===== config.mk =====
export PLATFORM = sky130hd
export DESIGN_NAME = xalu_flat
export DESIGN_NICKNAME = d
export VERILOG_FILES = /design/src/rtl/xalu_pkg.sv /design/src/rtl/xalu_if.sv /design/src/rtl/xalu_div.sv /design/src/rtl/xalu.sv /design/src/flat_wrapper.sv
export SDC_FILE = /design/constraint.sdc
export NUM_CORES = 2
export LEC_CHECK = 0
export ABC_AREA = 0
export CAP_MARGIN = 20
export CORE_MARGIN = 1
export CORE_UTILIZATION = 59
export DETAILED_ROUTE_END_ITERATION = 8
export PLACE_DENSITY = 0.87
export SLEW_MARGIN = 20
export SYNTH_ARGS = -nofsm -noshare
export SYNTH_HDL_FRONTEND = slang
export SYNTH_SLANG_ARGS = --single-unit

===== constraint.sdc =====
create_clock -name clk -period 14.35 [get_ports clk]
set_clock_uncertainty 0.1 [all_clocks]
set_input_delay 4.305 -clock clk [delete_from_list [all_inputs] [get_ports clk]]
set_output_delay 4.305 -clock clk [all_outputs]
set_load 0.02 [all_outputs]

===== src/rtl/xalu_pkg.sv =====
// xalu_pkg -- shared definitions for the extended ALU (HI/LO multiply/divide unit).
// Holds the operation encoding, the FSM state enum and the default latencies
// used as parameter defaults by xalu.
package xalu_pkg;

  // Operation issued from the E stage alongside the start strobe.
  typedef enum logic [2:0] {
    OP_MULT  = 3'd0,
    OP_MULTU = 3'd1,
    OP_DIV   = 3'd2,
    OP_DIVU  = 3'd3,
    OP_MTHI  = 3'd4,
    OP_MTLO  = 3'd5,
    OP_MUL   = 3'd6
  } xalu_op_t;

  // Control FSM states: idle, multiply in flight, divide in flight.
  typedef enum logic [1:0] {
    ST_IDLE = 2'd0,
    ST_MUL  = 2'd1,
    ST_DIV  = 2'd2
  } xalu_state_t;

  // Busy cycles for MULT/MULTU/MUL and for DIV/DIVU.
  localparam int MULT_LAT_DEF = 4;
  localparam int DIV_LAT_DEF  = 34;

endpackage


===== src/rtl/xalu_if.sv =====
// xalu_if -- issue/result bundle between the pipeline and xalu.
// Signals:
//   start, op, src_a, src_b, flush : pipeline -> xalu (issue side)
//   busy, done, hi, lo, mul_result : xalu -> pipeline (status/results)
// Modports: master = pipeline/bench side, slave = xalu side.
interface xalu_if;
  import xalu_pkg::*;

  logic        start;
  xalu_op_t    op;
  logic [31:0] src_a;
  logic [31:0] src_b;
  logic        flush;
  logic        busy;
  logic        done;
  logic [31:0] hi;
  logic [31:0] lo;
  logic [31:0] mul_result;

  modport master (
    output start, op, src_a, src_b, flush,
    input  busy, done, hi, lo, mul_result
  );

  modport slave (
    input  start, op, src_a, src_b, flush,
    output busy, done, hi, lo, mul_result
  );

endinterface


===== src/rtl/xalu_div.sv =====
// xalu_div -- radix-2 restoring divider, one quotient bit per clock.
// Ports:
//   clk, reset   : clock, synchronous active-high reset
//   i_start      : load operands and begin 32 iterations
//   i_signed     : treat operands as two's complement (DIV) or unsigned (DIVU)
//   i_a, i_b     : dividend, divisor
//   o_quotient   : quotient, truncated toward zero
//   o_remainder  : remainder, sign follows the dividend
//   o_valid      : high once all 32 iterations have completed
// Divide by zero yields quotient all-ones and remainder equal to the dividend.
module xalu_div (
  input  logic        clk,
  input  logic        reset,
  input  logic        i_start,
  input  logic        i_signed,
  input  logic [31:0] i_a,
  input  logic [31:0] i_b,
  output logic [31:0] o_quotient,
  output logic [31:0] o_remainder,
  output logic        o_valid
);

  logic [31:0] r_rem;
  logic [31:0] r_quo;
  logic [31:0] r_divisor;
  logic [31:0] r_aOrig;
  logic [5:0]  r_cnt;
  logic        r_negQ;
  logic        r_negR;
  logic        r_divZero;
  logic        r_valid;

  logic [31:0] w_aMag;
  logic [31:0] w_bMag;
  logic [32:0] w_trial;
  logic [32:0] w_diff;
  logic        w_qBit;
  logic [31:0] w_remNext;

  // Work on magnitudes; the signs are reapplied on the way out.
  assign w_aMag = (i_signed && i_a[31]) ? (~i_a + 32'd1) : i_a;
  assign w_bMag = (i_signed && i_b[31]) ? (~i_b + 32'd1) : i_b;

  // One restoring step: bring the next dividend bit into the partial
  // remainder and subtract the divisor only if it fits.
  assign w_trial   = {r_rem, r_quo[31]};
  assign w_diff    = w_trial - {1'b0, r_divisor};
  assign w_qBit    = (w_trial >= {1'b0, r_divisor});
  assign w_remNext = w_qBit ? w_diff[31:0] : w_trial[31:0];

  // Operand load on start, then 32 shift/subtract iterations. r_quo doubles
  // as the dividend shift register: dividend bits leave at the top while
  // quotient bits enter at the bottom.
  always_ff @(posedge clk) begin
    if (reset) begin
      r_rem     <= '0;
      r_quo     <= '0;
      r_divisor <= '0;
      r_aOrig   <= '0;
      r_cnt     <= '0;
      r_negQ    <= 1'b0;
      r_negR    <= 1'b0;
      r_divZero <= 1'b0;
      r_valid   <= 1'b0;
    end else if (i_start) begin
      r_rem     <= '0;
      r_quo     <= w_aMag;
      r_divisor <= w_bMag;
      r_aOrig   <= i_a;
      r_cnt     <= 6'd32;
      r_negQ    <= i_signed & (i_a[31] ^ i_b[31]);
      r_negR    <= i_signed & i_a[31];
      r_divZero <= (i_b == 32'd0);
      r_valid   <= 1'b0;
    end else if (r_cnt != 6'd0) begin
      r_rem <= w_remNext;
      r_quo <= {r_quo[30:0], w_qBit};
      r_cnt <= r_cnt - 6'd1;
      if (r_cnt == 6'd1) begin
        r_valid <= 1'b1;
      end
    end
  end

  // Divide by zero is forced explicitly so that a negative dividend does not
  // get its all-ones quotient negated by the sign fix-up.
  assign o_quotient  = r_divZero ? 32'hFFFF_FFFF : (r_negQ ? (~r_quo + 32'd1) : r_quo);
  assign o_remainder = r_divZero ? r_aOrig       : (r_negR ? (~r_rem + 32'd1) : r_rem);
  assign o_valid     = r_valid;

endmodule


===== src/rtl/xalu.sv =====
// xalu -- multi-cycle HI/LO unit: MULT/MULTU/DIV/DIVU/MTHI/MTLO and MUL.
// Ports:
//   clk   : rising-edge clock
//   reset : synchronous active-high reset
//   bus   : xalu_if.slave (start/op/src_a/src_b/flush in; busy/done/hi/lo/mul_result out)
// Parameters: MULT_LAT (busy cycles for multiplies), DIV_LAT (busy cycles for divides).
// Configuration macro XALU_MUL_EN: when defined, MUL writes the low signed
// product to mul_result; when undefined, MUL is a no-op and mul_result is 0.
module xalu
  import xalu_pkg::*;
#(
  parameter int MULT_LAT = MULT_LAT_DEF,
  parameter int DIV_LAT  = DIV_LAT_DEF
) (
  input logic   clk,
  input logic   reset,
  xalu_if.slave bus
);

  localparam int MAX_LAT = (DIV_LAT > MULT_LAT) ? DIV_LAT : MULT_LAT;
  localparam int CNT_W   = $clog2(MAX_LAT + 1);

  xalu_state_t r_state;
  xalu_state_t w_stateNext;
  logic [CNT_W-1:0] r_cnt;
  logic [CNT_W-1:0] w_cntNext;

  logic        w_acceptMul;
  logic        w_acceptDiv;
  logic        w_acceptMtHi;
  logic        w_acceptMtLo;
  logic        w_finish;
  logic        w_opSigned;
  logic [63:0] w_aExt;
  logic [63:0] w_bExt;
  logic        w_isMulOp;

  logic [31:0] r_hi;
  logic [31:0] r_lo;
  logic [63:0] r_prod;
  logic        r_done;

  logic [31:0] w_divQuo;
  logic [31:0] w_divRem;
  logic        w_divValid;

  // State and latency counter register.
  always_ff @(posedge clk) begin
    if (reset) begin
      r_state <= ST_IDLE;
      r_cnt   <= '0;
    end else begin
      r_state <= w_stateNext;
      r_cnt   <= w_cntNext;
    end
  end

  // Next-state and accept decode. Acceptance is only possible in IDLE, which
  // also covers the done cycle since the FSM is already back in IDLE then.
  // The counter loads LAT-1 so that busy lasts exactly LAT cycles.
  always_comb begin
    w_stateNext  = r_state;
    w_cntNext    = r_cnt;
    w_acceptMul  = 1'b0;
    w_acceptDiv  = 1'b0;
    w_acceptMtHi = 1'b0;
    w_acceptMtLo = 1'b0;
    w_finish     = 1'b0;
    case (r_state)
      ST_IDLE: begin
        if (bus.start && !bus.flush) begin
          case (bus.op)
            OP_MULT, OP_MULTU
`ifdef XALU_MUL_EN
            , OP_MUL
`endif
            : begin
              w_acceptMul = 1'b1;
              w_stateNext = ST_MUL;
              w_cntNext   = CNT_W'(MULT_LAT - 1);
            end
            OP_DIV, OP_DIVU: begin
              w_acceptDiv = 1'b1;
              w_stateNext = ST_DIV;
              w_cntNext   = CNT_W'(DIV_LAT - 1);
            end
            OP_MTHI: w_acceptMtHi = 1'b1;
            OP_MTLO: w_acceptMtLo = 1'b1;
            default: ;
          endcase
        end
      end
      ST_MUL, ST_DIV: begin
        if (r_cnt == '0) begin
          w_finish    = 1'b1;
          w_stateNext = ST_IDLE;
        end else begin
          w_cntNext = r_cnt - CNT_W'(1);
        end
      end
      default: w_stateNext = ST_IDLE;
    endcase
  end

  // Operands are sign- or zero-extended to 64 bits so one multiplier serves
  // MULT, MULTU and MUL; the low 64 bits of the product are exact for both.
  assign w_opSigned = (bus.op != OP_MULTU);
  assign w_aExt     = w_opSigned ? {{32{bus.src_a[31]}}, bus.src_a} : {32'd0, bus.src_a};
  assign w_bExt     = w_opSigned ? {{32{bus.src_b[31]}}, bus.src_b} : {32'd0, bus.src_b};

  xalu_div u_div (
    .clk        (clk),
    .reset      (reset),
    .i_start    (w_acceptDiv),
    .i_signed   (bus.op == OP_DIV),
    .i_a        (bus.src_a),
    .i_b        (bus.src_b),
    .o_quotient (w_divQuo),
    .o_remainder(w_divRem),
    .o_valid    (w_divValid)
  );

  // HI/LO datapath. The product is registered at the accept edge from the
  // live operands, so later operand changes cannot affect it; the remaining
  // MULT_LAT cycles give retiming room for the multiplier. Results are only
  // committed on the finishing edge, which reset pre-empts.
  always_ff @(posedge clk) begin
    if (reset) begin
      r_hi   <= '0;
      r_lo   <= '0;
      r_prod <= '0;
      r_done <= 1'b0;
    end else begin
      r_done <= w_finish;
      if (w_acceptMtHi) begin
        r_hi <= bus.src_a;
      end
      if (w_acceptMtLo) begin
        r_lo <= bus.src_a;
      end
      if (w_acceptMul) begin
        r_prod <= w_aExt * w_bExt;
      end
      if (w_finish && (r_state == ST_MUL) && !w_isMulOp) begin
        r_hi <= r_prod[63:32];
        r_lo <= r_prod[31:0];
      end
      if (w_finish && (r_state == ST_DIV) && w_divValid) begin
        r_hi <= w_divRem;
        r_lo <= w_divQuo;
      end
    end
  end

`ifdef XALU_MUL_EN
  logic [31:0] r_mulResult;
  logic        r_isMul;

  // MUL shares the multiplier but retires into mul_result, leaving HI/LO alone.
  always_ff @(posedge clk) begin
    if (reset) begin
      r_mulResult <= '0;
      r_isMul     <= 1'b0;
    end else begin
      if (w_acceptMul) begin
        r_isMul <= (bus.op == OP_MUL);
      end
      if (w_finish && (r_state == ST_MUL) && r_isMul) begin
        r_mulResult <= r_prod[31:0];
      end
    end
  end

  assign w_isMulOp      = r_isMul;
  assign bus.mul_result = r_mulResult;
`else
  assign w_isMulOp      = 1'b0;
  assign bus.mul_result = '0;
`endif

  assign bus.busy = (r_state != ST_IDLE);
  assign bus.done = r_done;
  assign bus.hi   = r_hi;
  assign bus.lo   = r_lo;

endmodule


===== src/flat_wrapper.sv =====
// flat-port wrapper written by rule: the top's interface ports become plain ports
module xalu_flat import xalu_pkg::*;
#(
  parameter int MULT_LAT = MULT_LAT_DEF,
  parameter int DIV_LAT  = DIV_LAT_DEF
)
  (clk, reset, bus_start, bus_op, bus_src_a, bus_src_b, bus_flush, bus_busy, bus_done, bus_hi, bus_lo, bus_mul_result);
  xalu_if bus_i ();
  input logic clk;
  input logic reset;
  input wire logic [$bits(bus_i.start)-1:0] bus_start;
  input wire logic [$bits(bus_i.op)-1:0] bus_op;
  input wire logic [$bits(bus_i.src_a)-1:0] bus_src_a;
  input wire logic [$bits(bus_i.src_b)-1:0] bus_src_b;
  input wire logic [$bits(bus_i.flush)-1:0] bus_flush;
  output wire logic [$bits(bus_i.busy)-1:0] bus_busy;
  output wire logic [$bits(bus_i.done)-1:0] bus_done;
  output wire logic [$bits(bus_i.hi)-1:0] bus_hi;
  output wire logic [$bits(bus_i.lo)-1:0] bus_lo;
  output wire logic [$bits(bus_i.mul_result)-1:0] bus_mul_result;
  assign bus_i.start = bus_start;
  assign bus_i.op = bus_op;
  assign bus_i.src_a = bus_src_a;
  assign bus_i.src_b = bus_src_b;
  assign bus_i.flush = bus_flush;
  assign bus_busy = bus_i.busy;
  assign bus_done = bus_i.done;
  assign bus_hi = bus_i.hi;
  assign bus_lo = bus_i.lo;
  assign bus_mul_result = bus_i.mul_result;
  xalu #(.MULT_LAT(MULT_LAT), .DIV_LAT(DIV_LAT)) u_core (.clk(clk), .reset(reset), .bus(bus_i));
endmodule

==> flow_summary.ini <==
[outcome]
status = finished clean

[layout]
fin_area_mm2 = 0.0676
synthToLayoutAreaGrowth_pct = 6.75
fin_util = 0.638
final_nets = 9033
drive_above_1_share = 0.0504
fill_cells = 8480

[hold_path]
min_path_type = reg2reg

[route]
wirelength_um = 205000
wl_met1_um = 71300
drc = 0
met2_length_um = 94400
drtIter0Drc = 5444
ant_nets = 0
wire_per_inst_um = 23.9
drt-vias-per-instance = 5.99
drt_first_pass_iters = 7
route.met3.wl_um = 21900
highest_layer = met5
vias = 51551

[worst_setup_path]
worstPathArrival_ns = 14.21
end_kind = register
slowest_delay_ns = 0.59
cpMaxStageDelayCell = fa_1
cp-start-kind = input pin
critPathRequiredTime_ns = 14.72
critPathKind = in2reg
path_max_fanout = 11
path_common_cell = fa_1

[logic_synthesis]
yosysSeqAreaShare = 0.0870
yosys_warnings = 0
synth_seq_cells = 275
netlist-cell-type-count = 79
syn_inst = 7220
synth-edff-count = 0
syn-cell-area_mm2 = 0.0633
yosys_most_used_dff = dfxtp_1
avgSynthCellArea_um2 = 8.77
synthArstFlopShare = 0

[grt]
grt_pass1_wl_um = 316000
first_global_vias = 54410
grt_max_degree = 96
antenna_found_initial = 19
groute.usage.overall = 0.388
grt_overflow_total = 0

[sta]
setup_viol = 0
slew_headroom = 0.160
worstMarginPinSlew_ns = 1.26
fin_crit_sh = 0.964
slew_viol_final = 0
fin_hold_ws_ns = 0.354
finalHoldViolCount = 0
rsz0062_at_grt = false
max_freq_mhz = 72.3
min_period_ns = 13.84

[clock_tree]
htreeDepth = 1
cts_tree = done
clock_latency_ns = 0.58
clockRootBuffer = clkbuf_16
ctsHoldBuffers = 0
clk_pin_slew_ns = 0.06
post_cts_buffers = 0
clk_path_buf_depth = 3
numCtsBuffers = 28
cts.sinks = 275
post_cts_resize_count = 0

[die]
die_area_mm2 = 0.109
row_count = 119
die_h_um = 330
io_pins = 169
core_mm2 = 0.106
initial_core_util = 0.598
die_w_um = 330

[placement]
io_buffer_count = 136
hpwl_um = 168000
place_area_mm2 = 0.0665
finalWeightedCongestion = 1.12

[job]
cap_violations = 0
-- state kept, by name (all words and copies together) (netlist names) --
name / count
u_core.u_div.r_negQ: 1
u_core.r_prod: 64
u_core.bus.done: 1
u_core.u_div.r_rem: 32
u_core.bus.lo: 32
u_core.u_div.r_divZero: 1
u_core.bus.hi: 32
u_core.r_cnt: 6
u_core.u_div.r_cnt: 6
u_core.u_div.r_quo: 32
u_core.r_state: 2
u_core.u_div.o_valid: 1
u_core.u_div.r_negR: 1
u_core.u_div.r_aOrig: 32
u_core.u_div.r_divisor: 32
-- critical path, delay by kind of cell --
| kind | cells | cell delay [ns] |
|---|---|---|
| AO/OA/AOI/OAI | 9 | 1.96 |
| XOR/XNOR | 1 | 0.10 |
| adder cells (fa/ha/maj) | 11 | 5.45 |
| buffers and inverters | 11 | 1.69 |
| AND/OR/NAND/NOR | 3 | 0.69 |
-- cell type report --
class	instances	area, um^2	share of cell area
Tap cell	1391	1740	0.0258
Antenna cell	11	27.5	0.000407
Clock buffer	38	840	0.0124
Inverter	1534	5760	0.0852
Timing Repair Buffer	377	3200	0.0474
Sequential cell	275	5510	0.0815
Clock inverter	11	186	0.00276
Multi-Input combinational cell	4973	50300	0.745
-- layout by cell type, fill, tap and decap left out, types with 29 or more instances in the layout --
cell,count
a21oi_1,290
and2_1,432
nand3_1,31
inv_1,1533
conb_1,32
clkbuf_16,29
buf_2,31
ha_1,360
xnor2_1,147
fa_1,1413
clkdlybuf4s50_1,103
a311oi_1,63
a211oi_1,85
nand2_1,1095
nor3_1,51
buf_4,227
o21ai_0,136
a21o_1,69
xor2_1,119
nor2_1,268
dfxtp_1,274
-- routing by layer --
metal	global-route usage	up-vias
met2	0.619	3193
met4	0.276	12
met1	0.470	25850
met5	0	-
li1	-	21636
met3	0.0825	860
-- logic make-up after synthesis --
kind of cell | synth area share
adders and majority gates | 0.518
DFF | 0.0870
xor gates and xnor gates | 0.0368
muxes | 0.00208
buffers and inverters | 0.121
other | 0.0000592
AOI/OAI and AO/OA | 0.0872
and+or+nand+nor | 0.148
-- path summary, 6_finish.rpt --
path                         startpoint  slack [ns]  cells past startpoint                      to
setup / recovery              bus_op[0]        0.51                     35       u_core.r_prod[62]
hold / removal        u_core.r_prod[24]        0.35                      2       u_core.r_prod[24]
hold reg to reg       u_core.r_prod[24]        0.35                      2       u_core.r_prod[24]
setup reg to reg  u_core.u_div.r_rem[3]        9.93                     13  u_core.u_div.r_rem[28]
-- synth_stat cells (13+ instances only) --
cell type,number,area [um^2]
clkbuf_1,365,1370
o21ai_0,136,681
buf_4,32,240
a221oi_1,23,201
and2_1,434,2720
fa_1,1413,28300
inv_1,1533,5750
xnor2_1,147,1290
a21o_1,69,518
nor4_1,13,81.3
nand2_1,1096,4110
nor2_1,270,1010
nor3_1,52,260
ha_1,360,4500
a211oi_1,86,646
buf_1,66,248
a22o_1,16,140
nand4_1,24,150
a21oi_1,290,1450
a311oi_1,63,552
dfxtp_1,275,5510
o41ai_1,14,123
o31ai_1,28,210
nand2b_1,20,125
o21a_1,14,105
o21bai_1,16,120
or3_1,28,175
xor2_1,119,1040
nor2b_1,15,93.8
o211ai_1,14,105
or4_1,13,97.6
nand3_1,32,160
a31oi_1,22,138
-- stage by stage --
step           setup WS [ns]  TNS, ns  cells
2_1_floorplan          0.467        0   7251
3_3_place_gp           0.150        0   8550
3_5_place_dp         -0.0112  -0.0112   8550
4_1_cts                0.574        0   8599
5_1_grt               0.0751        0   8603
6_report               0.510        0   8610
Power is left out: the tool's default activity adds up to more than one toggle a clock period on the data nets, which glitch-free logic cannot reach.
